$ cat src/rtl/pc_sequencer.sv
// Program-counter and fetch sequencer for the 16-bit processor.
// Fetches one instruction word, waits for control to resolve it, then chooses the next PC.
module pc_sequencer #(
  parameter logic [15:0] RESET_VECTOR = 16'h0000,
  parameter logic [15:0] PC_STEP      = 16'd2
) (
  input  logic        clk,
  input  logic        rst_n,
  output logic        imem_req,
  output logic [15:0] imem_addr,
  input  logic        imem_ack,
  input  logic [15:0] imem_data,
  output logic [15:0] ir,
  output logic        ir_valid,
  input  logic        ctrl_done,
  input  logic        br_take,
  input  logic [15:0] br_offset,
  input  logic        jump,
  input  logic [15:0] jump_target,
  input  logic        link_en,
  output logic [15:0] link,
  output logic [15:0] pc,
  output logic        misalign
);

  typedef enum logic [0:0] {
    FETCH     = 1'b0,
    WAIT_CTRL = 1'b1
  } state_t;

  localparam logic [15:0] PC_RESET = {RESET_VECTOR[15:1], 1'b0};

  state_t      state_reg, state_next;
  logic [15:0] pc_reg, pc_next;
  logic [15:0] ir_reg, ir_next;
  logic [15:0] link_reg, link_next;
  logic        misalign_reg, misalign_next;
  logic [15:0] target;
  logic [15:0] seq_pc;

  // Sequential address doubles as the return address saved into LINK.
  assign seq_pc = pc_reg + PC_STEP;

  always_comb begin
    target = seq_pc;
    if (jump) begin
      target = jump_target;
    end else if (br_take) begin
      target = pc_reg + br_offset;
    end
  end

  always_ff @(posedge clk or negedge rst_n) begin
    if (!rst_n) begin
      state_reg    <= FETCH;
      pc_reg       <= PC_RESET;
      ir_reg       <= 16'h0000;
      link_reg     <= 16'h0000;
      misalign_reg <= 1'b0;
    end else begin
      state_reg    <= state_next;
      pc_reg       <= pc_next;
      ir_reg       <= ir_next;
      link_reg     <= link_next;
      misalign_reg <= misalign_next;
    end
  end

  always_comb begin
    state_next    = state_reg;
    pc_next       = pc_reg;
    ir_next       = ir_reg;
    link_next     = link_reg;
    misalign_next = 1'b0;
    case (state_reg)
      FETCH: begin
        if (imem_ack) begin
          ir_next    = imem_data;
          state_next = WAIT_CTRL;
        end
      end
      WAIT_CTRL: begin
        if (ctrl_done) begin
          // Odd targets are truncated to the word boundary and flagged for one cycle.
          pc_next       = {target[15:1], 1'b0};
          misalign_next = target[0];
          if (link_en) begin
            link_next = seq_pc;
          end
          state_next = FETCH;
        end
      end
      default: begin
        state_next = FETCH;
      end
    endcase
  end

  assign imem_req  = (state_reg == FETCH);
  assign ir_valid  = (state_reg == WAIT_CTRL);
  assign imem_addr = pc_reg;
  assign pc        = pc_reg;
  assign ir        = ir_reg;
  assign link      = link_reg;
  assign misalign  = misalign_reg;

endmodule

$ cat config.mk
export PLATFORM = sky130hd
export DESIGN_NAME = pc_sequencer
export DESIGN_NICKNAME = d
export VERILOG_FILES = /design/src/rtl/pc_sequencer.sv
export SDC_FILE = /design/constraint.sdc
export NUM_CORES = 1
export LEC_CHECK = 0
export CAP_MARGIN = 25
export CORE_UTILIZATION = 25
export CTS_CLUSTER_SIZE = 28
export DETAILED_ROUTE_END_ITERATION = 16
export SYNTH_ARGS = -nofsm -noshare
export SYNTH_HDL_FRONTEND = slang
export SYNTH_SLANG_ARGS = --single-unit
$ cat constraint.sdc
create_clock -name clk -period 3 [get_ports clk]
set_clock_uncertainty 0.2 [all_clocks]
set_input_delay 0.6 -clock clk [delete_from_list [all_inputs] [get_ports clk]]
set_output_delay 0.6 -clock clk [all_outputs]
set_load 0.005 [all_outputs]
# --- Word-level counts from Yosys, hierarchy flattened ---
# Index checks and enable logic that the tools add are counted.
word_totals:
  register_bits: 49
op_classes:
  n_reduce_logical: 3
  bitwise_logic: 1
  muxes: 7
  add_sub_neg: 2
op_table:
  columns: ["operator", "count"]
  rows:
  - ["16-bit 2-to-1 mux", 2]
  - ["16-bit adder", 1]
  - ["16-bit by 2-bit adder with 16-bit output (second input constant)", 1]
  - ["1-bit 2-to-1 mux", 4]
  - ["2-bit AND reduction", 2]
  - ["3-bit AND reduction", 1]
  - ["1-bit one-hot mux with 2 select lines", 1]
  - ["1-bit NOT", 1]

# --- Depth between registers and ports, before layout ---
# Gate-level depths: netlist (run 1).
logic_depth:
  depth_word: 5
  mapped_depth: 9
  depth_no_buf: 9

# --- Least setup slack after synthesis (run 1) ---
# OpenSTA, ideal clock, no wires.
synth_timing:
  kind: "input -> register"
  from: "input br_offset[4]"
  to: "register pc_reg[12], in the netlist imem_addr[12]"
  arrival_time_ns: 2.081
  t_required_ns: 2.662
  path_slack_ns: 0.581
  path_stages: 7
  setup_time_ns: 0.138
  path_cell_list: "ha_1 a21o_1 a21oi_2 a21oi_1 or4_1 o211ai_1 a21oi_2"
synth_via:
  elab_chain_len: 3
synth_rtl:
  columns: ["item", "line_no", "text"]
  rows:
  - ["from (decl)", "17", "input logic [15:0] br_offset,"]
  - ["16-bit adder", "49", "target = pc_reg + br_offset;"]
  - ["16-bit 2-to-1 mux", "48", "end else if (br_take) begin"]
  - ["16-bit 2-to-1 mux", "46", "if (jump) begin"]
  - ["to (signal assigned)", "62", "pc_reg <= pc_next;"]
  - ["to (decl)", "34", "logic [15:0] pc_reg, pc_next;"]
# Every way passes these cells.
# A chain may end at the register's enable or synchronous reset.

# --- Final worst setup path (run 1) ---
layout_timing:
  from: "input br_offset[1]"
  to: "register pc_reg[15], in the netlist imem_addr[15]"
# The elaborated chain is that of the path after synthesis.

==> results.json, run 1 <==
{
  "status": "finished clean",
  "io_pins": 122,
  "area_growth_pct": 45.2,
  "max_freq_ghz": 0.356,
  "h-tree-depth": 2,
  "synth-seq-cells": 48,
  "worst_slack_ns": 0.195,
  "synthCells": 352,
  "crit_path_max_fanout": 3,
  "die_x_um": 115,
  "reg2reg_depth": 8,
  "yosys.area.top_type_share": 0.375,
  "maxSlewViolCount": 0,
  "min_path_cells": 2,
  "die_area_um2": 13300,
  "start_util": 0.261,
  "final_cells": 625,
  "grt_antenna_before_repair": 0,
  "synth_ff_type": "dfrtp_1",
  "core_area_um2": 12300,
  "post-route-min-period_ns": 2.81,
  "critPathLaunchType": "primary input",
  "clk_path_buf_depth": 2,
  "initialDrtViolationCount": 211,
  "rows": 40,
  "setup_violations": 0,
  "synth_edf_count": 0,
  "wl_per_cell_um": 14.6,
  "synth_area_leaders": "dfrtp_1, mux2_2, ha_1",
  "largest_reg_flops": 16,
  "fin_crit_sh": 0.935,
  "io_buffer_count": 118,
  "crit_path_end_kind": "flop",
  "dp_worst_setup_slack_ns": -0.162,
  "viasPerCell": 4.72,
  "grt_pass1_vias": 2841,
  "grtUsageTotal": 0.141,
  "yosysMostFrequentCell": "dfrtp_1",
  "drive_gt1_frac": 0.107,
  "avgSynthCellArea_um2": 9.10,
  "cp_data_required_time_ns": 2.95,
  "grt_overflow_total": 0,
  "hold_viol_final": 0,
  "grt_max_degree": 29,
  "powerDensity_nw_per_um2": 782,
  "path_class": "in -> reg",
  "clkTransAtPathRegs_ns": 0.06,
  "yosys.area.top_type": "dfrtp_1",
  "vias": 2948,
  "firstDrtPassIters": 4,
  "synth-seq-area-share": 0.375,
  "chipHeight_um": 115,
  "cap_violations": 0,
  "power.static_leakage_nw": 1.86,
  "wirelength_mm": 9.14,
  "cts_tree": "done",
  "drtAntennaViolNets": 0,
  "gp_congestion": 0.845,
  "vdd.ir_drop.worst_v": 0.000263,
  "place_hpwl_mm": 7.24,
  "placed_cells": 616,
  "fill_cells": 1265,
  "grt_pass1_wl_mm": 14.5,
  "rsz0062_at_grt": "no",
  "arrival_ns": 2.76,
  "clk_latency_ns": 0.29,
  "diodes": 0,
  "synth.yosys.warnings": 0,
  "synth_common_cells": "dfrtp_1, nand2_1, o21ai_0",
  "fin_nets": 527,
  "synth_area_um2": 3200,
  "drc_errors": 0,
  "synth.distinct_cells": 53,
  "clkSinkCount": 48,
  "cts_made_buffers": 5,
  "cts_root_buf": "clkbuf_16",
  "async_flop_share": 1.00,
  "hp-class": "reg -> reg"
}
[layer usage]
layer,vias to the layer above,global-route usage,wire [um]
met1,1404,0.187,4380
met3,9,0.0206,413
met2,90,0.233,4180
met4,0,0.0511,170
met5,-,0,0
li1,1445,-,-
[critical path, stage by stage]
cell	delay, ns
clkdlybuf4s50_1	0.45
ha_1	0.17
inv_1	0.06
fa_1	0.41
nand2b_1	0.18
a21oi_1	0.21
o21ai_1	0.16
a31oi_2	0.22
mux2i_1	0.21
o211ai_1	0.10
[cell usage in the layout, fill, tap and decap left out, types with 2 or more instances in the layout]
cell type,synthesis,routed
a21o_1,2,2
o21ai_1,1,2
clkbuf_16,0,5
nor2b_1,4,4
nand4_1,4,4
a211oi_1,5,5
a21oi_1,23,23
and2_1,2,2
nand2b_1,3,3
mux2_2,19,19
clkdlybuf4s50_1,0,117
a21oi_2,2,2
and3_1,3,3
buf_4,19,13
mux2i_1,2,2
o21ai_0,29,28
o21a_1,3,3
nand3b_1,3,3
nor2_1,18,18
o31ai_1,4,4
inv_1,8,8
nand2_1,40,40
xor2_1,14,14
dfrtp_1,48,48
nor3_1,7,7
o221ai_1,4,4
or4_1,2,2
a31oi_1,6,5
nand3_1,12,12
conb_1,1,3
xnor2_1,10,10
ha_1,15,15
o211ai_1,3,3
[path summary, 6_finish.rpt]
check / start / end / slack, ns
max: br_offset[1] / imem_addr[15] / 0.19
min: link[5] / link[5] / 0.28
max reg2reg: imem_addr[2] / imem_addr[15] / 0.51
min reg2reg: link[5] / link[5] / 0.28
max in group asynchronous: rst_n / ir[2] / 1.51
min in group asynchronous: rst_n / imem_addr[6] / 0.47
[report_power, final]
part	total (mW)	switching, mW	internal (mW)
clock	0.634	0.241	0.392
sequential	1.15	0.285	0.868
combinational	1.85	0.785	1.07
total	3.64	1.31	2.33
[what timing repair did]
item,CTS,global route
buffers inserted,0,0
setup endpoints to repair,0,1
hold buffers,1,0
gates resized for setup,0,2
endpoints found under the hold margin,5,0
[stage by stage]
stage	total power, mW	hold WS [ns]	setup TNS (ns)	utilization	instance area (um2)
2_1_floorplan	2.14	0.104	0	-	3210
3_3_place_gp	2.98	0.244	-0.125	0.365	4470
3_5_place_dp	3.02	0.249	-0.162	0.365	4470
4_1_cts	3.67	0.290	0	0.379	4650
5_1_grt	3.92	0.306	0	0.379	4650
6_report	3.64	0.279	0	0.379	4650
[cells by family after synthesis]
logic type,share of synthesized area
other,0.00117
AND/OR/NAND/NOR,0.164
flip-flops,0.375
XOR/XNOR,0.0656
AO/OA/AOI/OAI,0.173
adder cells (fa/ha/maj),0.0648
multiplexers,0.0777
buffers and inverters,0.0793
[cell type report]
class / instances / area [um2] / area share
repair buffers: 132 / 1280 / 0.276
clock buffers: 6 / 129 / 0.0277
inverters: 8 / 30.0 / 0.00646
flip-flops and latches: 48 / 1200 / 0.258
multi-input cells: 261 / 1760 / 0.379
clock inverters: 2 / 35.0 / 0.00753
well taps: 168 / 210 / 0.0452
Note: power is estimated with default switching activity, not from simulation.
==> run 2, diff against run 1 <==
--- a/config.mk
+++ b/config.mk
@@ -9,3 +9,3 @@
 export CORE_UTILIZATION = 25
-export CTS_CLUSTER_SIZE = 28
+export CTS_CLUSTER_SIZE = 8
 export DETAILED_ROUTE_END_ITERATION = 16
--- a/constraint.sdc
+++ b/constraint.sdc
@@ -4,2 +4,2 @@
 set_output_delay 0.6 -clock clk [all_outputs]
-set_load 0.005 [all_outputs]
+set_load 0.01 [all_outputs]
==> results of run 2 <==
Same layout as run 1 (identical final DEF). Status: finished clean.
Among the figures that moved: total power 3.64 mW -> 3.77 mW; worst IR drop on VDD 0.000263 V -> 0.000264 V
